File: config.mk
export PLATFORM = sky130hd
export DESIGN_NAME = mc_ram_write_ctrl_flat
export DESIGN_NICKNAME = d
export VERILOG_FILES = /design/src/rtl/mc_ram_write_ctrl_pkg.sv /design/src/rtl/mc_ram_write_ctrl_if.sv /design/src/rtl/mc_ram_write_ctrl_packer.sv /design/src/rtl/mc_ram_write_ctrl.sv /design/src/flat_wrapper.sv
export SDC_FILE = /design/constraint.sdc
export NUM_CORES = 1
export LEC_CHECK = 0
export ABC_AREA = 1
export BUFFER_PORTS_ARGS = -buffer_cell sky130_fd_sc_hd__buf_4
export CAP_MARGIN = 10
export CORE_ASPECT_RATIO = 0.75
export CORE_MARGIN = 8
export CORE_UTILIZATION = 45
export DETAILED_ROUTE_END_ITERATION = 10
export PLACE_DENSITY = 0.79
export SYNTH_ARGS = -nofsm -noshare
export SYNTH_HDL_FRONTEND = slang
export SYNTH_SLANG_ARGS = --single-unit
File: constraint.sdc
create_clock -name CLK_inter -period 3.1 [get_ports CLK_inter]
set_input_delay 0.465 -clock CLK_inter [delete_from_list [all_inputs] [get_ports CLK_inter]]
set_output_delay 0.465 -clock CLK_inter [all_outputs]
set_load 0.1 [all_outputs]
File: src/rtl/mc_ram_write_ctrl_pkg.sv
// Shared constants and FSM state type for the ram1 write/read sequencer.
package mc_ram_write_ctrl_pkg;

    localparam int BYTES_PER_WORD = 8;
    localparam int WORD_W         = 64;
    localparam int IDX_W          = 3;

    typedef enum logic [1:0] {
        ST_IDLE     = 2'd0,
        ST_WRITE    = 2'd1,
        ST_RD_ISSUE = 2'd2,
        ST_RD_WAIT  = 2'd3
    } state_t;

endpackage

File: src/rtl/mc_ram_write_ctrl_if.sv
// Host byte bus plus the single user read port of the RAM sequencer.
interface mc_ram_write_ctrl_if #(
    parameter int ADDR_W = 4
);
    logic              byte_valid;
    logic [7:0]        byte_in;
    logic              frame_start;
    logic              rd_req;
    logic [ADDR_W-1:0] rd_addr;
    logic              rd_ack;
    logic [63:0]       rd_data;

    // Byte source and read requester
    modport master (
        output byte_valid, byte_in, frame_start, rd_req, rd_addr,
        input  rd_ack, rd_data
    );

    // Sequencer side
    modport slave (
        input  byte_valid, byte_in, frame_start, rd_req, rd_addr,
        output rd_ack, rd_data
    );
endinterface

File: src/rtl/mc_ram_write_ctrl_packer.sv
// Packs the CM byte stream MSB-first into 64-bit words. word_done/word_out are
// combinational so the sequencer can launch the write on the edge that takes the 8th byte.
module mc_ram_write_ctrl_packer
    import mc_ram_write_ctrl_pkg::*;
(
    input  logic              CLK_inter,
    input  logic              RST,
    input  logic              byte_valid,
    input  logic [7:0]        byte_in,
    input  logic              frame_start,
    output logic [WORD_W-1:0] word_out,
    output logic              word_done
);
    logic [WORD_W-1:0] word_reg;
    logic [IDX_W-1:0]  idx_reg;

    // A byte on frame_start is always byte 0, so it can never complete a word
    assign word_done = byte_valid && !frame_start && (idx_reg == IDX_W'(BYTES_PER_WORD - 1));
    assign word_out  = {word_reg[WORD_W-9:0], byte_in};

    // Shift register and byte index; 3-bit index wraps 7 -> 0 on the completing byte
    always_ff @(posedge CLK_inter) begin
        if (RST) begin
            word_reg <= '0;
            idx_reg  <= '0;
        end else if (frame_start) begin
            word_reg <= byte_valid ? {{(WORD_W-8){1'b0}}, byte_in} : '0;
            idx_reg  <= byte_valid ? IDX_W'(1) : '0;
        end else if (byte_valid) begin
            word_reg <= word_out;
            idx_reg  <= idx_reg + 1'b1;
        end
    end

endmodule

File: src/rtl/mc_ram_write_ctrl.sv
// Sequences ram1: commits packed words at an auto-incrementing address and
// arbitrates the user read port against host writes (writes always win).
module mc_ram_write_ctrl
    import mc_ram_write_ctrl_pkg::*;
#(
    parameter int ADDR_W = 4,
    parameter int RD_LAT = 1,
    parameter int WRAP   = 0
) (
    input  logic               CLK_inter,
    input  logic               RST,
    mc_ram_write_ctrl_if.slave bus,
    output logic [ADDR_W-1:0]  ram_addr,
    output logic               ram_wr_en,
    output logic [WORD_W-1:0]  ram_data_in,
    input  logic [WORD_W-1:0]  ram_data_out,
    output logic [ADDR_W-1:0]  wr_ptr,
    output logic [ADDR_W:0]    word_count,
    output logic               full,
    output logic               overflow
);
    localparam int DEPTH = 1 << ADDR_W;

    state_t            state_reg;
    logic [WORD_W-1:0] pend_word_reg;
    logic              pend_reg;
    logic [3:0]        wait_cnt_reg;
    logic [ADDR_W-1:0] ram_addr_reg;
    logic              ram_wr_en_reg;
    logic [WORD_W-1:0] ram_data_in_reg;
    logic [ADDR_W-1:0] wr_ptr_reg;
    logic [ADDR_W:0]   word_count_reg;
    logic              overflow_reg;
    logic              rd_ack_reg;
    logic [WORD_W-1:0] rd_data_reg;
    logic [WORD_W-1:0] word_out;
    logic              word_done;
    logic              full_now;

    mc_ram_write_ctrl_packer u_packer (
        .CLK_inter   (CLK_inter),
        .RST         (RST),
        .byte_valid  (bus.byte_valid),
        .byte_in     (bus.byte_in),
        .frame_start (bus.frame_start),
        .word_out    (word_out),
        .word_done   (word_done)
    );

    assign full_now = (word_count_reg == (ADDR_W+1)'(DEPTH));

    // Sequencer FSM: write priority, read issue, read latency wait, registered RAM port
    always_ff @(posedge CLK_inter) begin
        if (RST) begin
            state_reg       <= ST_IDLE;
            pend_word_reg   <= '0;
            pend_reg        <= 1'b0;
            wait_cnt_reg    <= '0;
            ram_addr_reg    <= '0;
            ram_wr_en_reg   <= 1'b0;
            ram_data_in_reg <= '0;
            wr_ptr_reg      <= '0;
            word_count_reg  <= '0;
            overflow_reg    <= 1'b0;
            rd_ack_reg      <= 1'b0;
            rd_data_reg     <= '0;
        end else begin
            ram_wr_en_reg <= 1'b0;
            rd_ack_reg    <= 1'b0;

            // Park a word that completes while the port is busy; 8-byte spacing
            // guarantees it is committed before the next one can arrive
            if (word_done) begin
                pend_reg      <= 1'b1;
                pend_word_reg <= word_out;
            end

            case (state_reg)
                ST_IDLE: begin
                    if (pend_reg || word_done) begin
                        state_reg <= ST_WRITE;
                        pend_reg  <= 1'b0;
                        if (!full_now || (WRAP != 0)) begin
                            ram_wr_en_reg   <= 1'b1;
                            ram_addr_reg    <= wr_ptr_reg;
                            ram_data_in_reg <= pend_reg ? pend_word_reg : word_out;
                            wr_ptr_reg      <= wr_ptr_reg + 1'b1;
                            if (!full_now) begin
                                word_count_reg <= word_count_reg + 1'b1;
                            end
                        end else begin
                            overflow_reg <= 1'b1;
                        end
                    end else if (bus.rd_req) begin
                        state_reg    <= ST_RD_ISSUE;
                        ram_addr_reg <= bus.rd_addr;
                    end
                end
                ST_WRITE: begin
                    state_reg <= ST_IDLE;
                end
                ST_RD_ISSUE: begin
                    state_reg    <= ST_RD_WAIT;
                    wait_cnt_reg <= '0;
                end
                ST_RD_WAIT: begin
                    if (wait_cnt_reg == 4'(RD_LAT - 1)) begin
                        rd_data_reg <= ram_data_out;
                        rd_ack_reg  <= 1'b1;
                        state_reg   <= ST_IDLE;
                    end else begin
                        wait_cnt_reg <= wait_cnt_reg + 1'b1;
                    end
                end
                default: state_reg <= ST_IDLE;
            endcase
        end
    end

    assign ram_addr    = ram_addr_reg;
    assign ram_wr_en   = ram_wr_en_reg;
    assign ram_data_in = ram_data_in_reg;
    assign wr_ptr      = wr_ptr_reg;
    assign word_count  = word_count_reg;
    assign full        = full_now;
    assign overflow    = overflow_reg;
    assign bus.rd_ack  = rd_ack_reg;
    assign bus.rd_data = rd_data_reg;

endmodule
File: src/flat_wrapper.sv
// flat-port wrapper written by rule: the top's interface ports become plain ports
module mc_ram_write_ctrl_flat import mc_ram_write_ctrl_pkg::*;
#(
    parameter int ADDR_W = 4,
    parameter int RD_LAT = 1,
    parameter int WRAP   = 0
)
  (CLK_inter, RST, ram_addr, ram_wr_en, ram_data_in, ram_data_out, wr_ptr, word_count, full, overflow, bus_byte_valid, bus_byte_in, bus_frame_start, bus_rd_req, bus_rd_addr, bus_rd_ack, bus_rd_data);
  mc_ram_write_ctrl_if #(.ADDR_W(ADDR_W)) bus_i ();
  input  logic CLK_inter;
  input  logic RST;
  output logic [ADDR_W-1:0] ram_addr;
  output logic ram_wr_en;
  output logic [WORD_W-1:0] ram_data_in;
  input  logic [WORD_W-1:0] ram_data_out;
  output logic [ADDR_W-1:0] wr_ptr;
  output logic [ADDR_W:0] word_count;
  output logic full;
  output logic overflow;
  input wire logic [$bits(bus_i.byte_valid)-1:0] bus_byte_valid;
  input wire logic [$bits(bus_i.byte_in)-1:0] bus_byte_in;
  input wire logic [$bits(bus_i.frame_start)-1:0] bus_frame_start;
  input wire logic [$bits(bus_i.rd_req)-1:0] bus_rd_req;
  input wire logic [$bits(bus_i.rd_addr)-1:0] bus_rd_addr;
  output wire logic [$bits(bus_i.rd_ack)-1:0] bus_rd_ack;
  output wire logic [$bits(bus_i.rd_data)-1:0] bus_rd_data;
  assign bus_i.byte_valid = bus_byte_valid;
  assign bus_i.byte_in = bus_byte_in;
  assign bus_i.frame_start = bus_frame_start;
  assign bus_i.rd_req = bus_rd_req;
  assign bus_i.rd_addr = bus_rd_addr;
  assign bus_rd_ack = bus_i.rd_ack;
  assign bus_rd_data = bus_i.rd_data;
  mc_ram_write_ctrl #(.ADDR_W(ADDR_W), .RD_LAT(RD_LAT), .WRAP(WRAP)) u_core (.CLK_inter(CLK_inter), .RST(RST), .bus(bus_i), .ram_addr(ram_addr), .ram_wr_en(ram_wr_en), .ram_data_in(ram_data_in), .ram_data_out(ram_data_out), .wr_ptr(wr_ptr), .word_count(word_count), .full(full), .overflow(overflow));
endmodule
==> metrics.md <==
| Metric | Value |
|---|---|
| Final Non-Filler Cells | `1885` |
| Multi-input logic area | `4100 sq um` |
| Maximum number of buffers from clock root to sink | `3` |
| RSZ-0062 raised after global routing | `no` |
| DR WL/cell | `15.3 microns` |
| Post_cts resized | `0` |
| Most frequent CP cell | `inv_1` |
| Final Cell Area | `13300 sq um` |
| Die Wd | `193 microns` |
| Commonest non-fill, non-tap cell in the layout | `dfxtp_1` |
| First-pass GRT wire length | `46100 microns` |
| Synth area leader | `dfxtp_1` |
| Vias per cell | `5.11` |
| DRT Wirelength | `28800 microns` |
| Max-Cap Viols | `0` |
| CP Cell Sequence | `inv_1, ha_1, nand2_1, inv_1, nand2_1, inv_1, buf_4` |
| Commonest cells after routing, fill and taps aside | `274 x dfxtp_1, 260 x o21ai_0, 234 x buf_4` |
| Max Fclk | `0.423 GHz` |
| DRC | `0` |
| DR iter-0 viols | `671` |
| GPL Wtd Cong | `0.838` |
| Mapped Cells | `1405` |
| Clock root buffer | `clkbuf_16` |
| CTS sink cnt | `274` |
| CP required | `2.63 ns` |
| Critical path peak fanout | `6` |
| Row count | `48` |
| Arrival time worst endpoint | `1.90 ns` |
| Slew @ Worst Pin | `1.06 ns` |
| Pleak | `5.16 nW` |
| Status | `complete, no violations` |
| Worst-Skew Late Latency | `0.53 ns` |
| Maximum VDD drop | `425 uV` |
| Tcrit/Tclk final | `76.2%` |
| DP Area | `12400 sq um` |
| FF+latch count, synth | `274` |
| Final nets | `1654` |
| Initial Utilization | `45.8%` |
| Largest delay share family, worst path | `buffers and inverters` |
| Layout cells sized above 1 | `18.1%` |
| Yosys top cell area share | `51.9%` |
| GRT Overall Usage | `19.3%` |
| Critical Setup Path Class | `reg2out` |
| Final hold vios | `0` |
| Final Power | `7.64 mW` |
| Post-synthesis net count | `1493` |
| Post-route clock skew | `0.0134 ns` |
| Library cells used by synthesis | `23` |
| CTS tree | `built` |
| Crit path buf inv count | `4` |
| Util after Layout | `57.6%` |
| Inserted Diodes | `0` |
| Slew HR | `29.6%` |
| Largest stage delay, worst path | `0.45 ns` |
| Clock-pin slew on the worst setup and hold paths | `0.06 ns` |
| Ys Warns | `0` |
| Vias in the first global route | `8892` |
| Layout Area Growth over Synthesis | `25.6%` |
| Drt first pass iters | `5` |
| Core area | `23100 sq um` |
| Critical Path Slowest Stage Cell | `dfxtp_1` |
| Power Dens Cells | `575 nW/um^2` |
| Ranking of synthesized cells by area | `dfxtp_1 52%, o21ai_0 12%, a21oi_1 9.6%` |
| H-tree levels | `1` |
| IO buf count | `225` |
| Hold buffers post-CTS | `0` |
| Full die area | `28700 sq um` |
| Seq/Total Area, Yosys | `51.9%` |
| CTS buffer count | `28` |
| Initial antenna violation count | `0` |
| Worst setup EP type | `primary output` |
| # Post-CTS Setup Buffers | `0` |
| Largest net degree at the start of global routing | `134` |
| Overflow after GRT | `0` |
| Fin Setup TNS | `0 ns` |
| Tmin final | `2.36 ns` |
| Cells after DPL | `1836` |
| DP HPWL | `19500 microns` |
| I/O Pins | `226` |
| Crit start category | `flip-flop` |
| Reg area | `5490 sq um` |
| Mapped Area | `10600 sq um` |
| Vias | `9623` |
| Die Height | `149 microns` |
| ANT nets after route | `0` |
| Final Max Slew Viols | `0` |
| # setup viols final | `0` |
| Syn_area_per_cell | `7.53 sq um` |
| Tightest Hold Check Type | `in2reg` |
| Final-layout fill cell count | `2127` |
## worst paths after layout
kind,startpoint,endpoint,slack [ns],cells after the start
setup / recovery,u_core.word_count[0],full,0.74,7
hold / removal,ram_data_out[40],u_core.bus.rd_data[40],0.21,3
setup reg to reg,u_core.word_count[0],u_core.wr_ptr[0],0.92,11
hold reg to reg,u_core.bus.rd_data[1],u_core.bus.rd_data[1],0.44,2
## final cells by class
cell class / instances / share of cell area, %
well taps: 300 / 2.83
clock buffers: 45 / 6.37
inverters: 150 / 4.27
clock inverters: 4 / 0.546
multi-input cells: 874 / 30.8
repair buffers: 238 / 13.8
flip-flops and latches: 274 / 41.3
## report_power, final
| group | switching [mW] | leakage, nW | internal, mW | total, mW |
|---|---|---|---|---|
| logic | 0.494 | 2.50 | 0.186 | 0.680 |
| clock network | 1.34 | 0.445 | 2.02 | 3.36 |
| registers | 0.0339 | 2.21 | 3.57 | 3.60 |
| total | 1.87 | 5.16 | 5.77 | 7.64 |
## cell usage after synthesis
cell type and n:
o21ai_0 260, nand3_1 70, nor2_2 1, nand2_2 1, a21oi_1 203, nand2_1 170
o21a_1 1, clkbuf_1 74, nand3_4 2, ha_1 7, inv_1 147, buf_1 6
nor3_1 1, a21boi_1 1, o21ai_1 1, nor2_1 149, nand4_1 4, inv_2 3
buf_6 2, xor2_1 2, buf_2 25, dfxtp_1 274, xnor2_1 1
## per-stage QoR
step / worst slack, ns / hold slack (ns)
after detailed placement: 0.940 / 0.436
final: 0.738 / 0.212
after global routing: 0.648 / 0.201
after CTS: 0.738 / 0.191
after floorplan: 0.646 / 0.424
after global placement: 0.975 / 0.431
## per-layer routing
layer,global-route usage (%),vias to the layer above,routed length (microns)
li1,-,4874,-
met2,30.2,283,13300
met1,27.5,4423,13300
met5,0,-,0
met4,4.07,0,493
met3,3.29,43,1730
## logic make-up after synthesis
logic type                 count (synthesis)  synth area share, %
adders and majority gates                  7                0.828
xor gates and xnor gates                   3                0.249
AOI/OAI and AO/OA                        466                 22.1
DFF                                      274                 51.9
buffers and inverters                    257                 9.56
and+or+nand+nor                          398                 15.4
## tightest hold or removal path, stage by stage
cell and delay (ns):
buf_4 0.07, o21ai_0 0.07, a21oi_1 0.10
No activity file was read; power rests on OpenSTA's default activity.
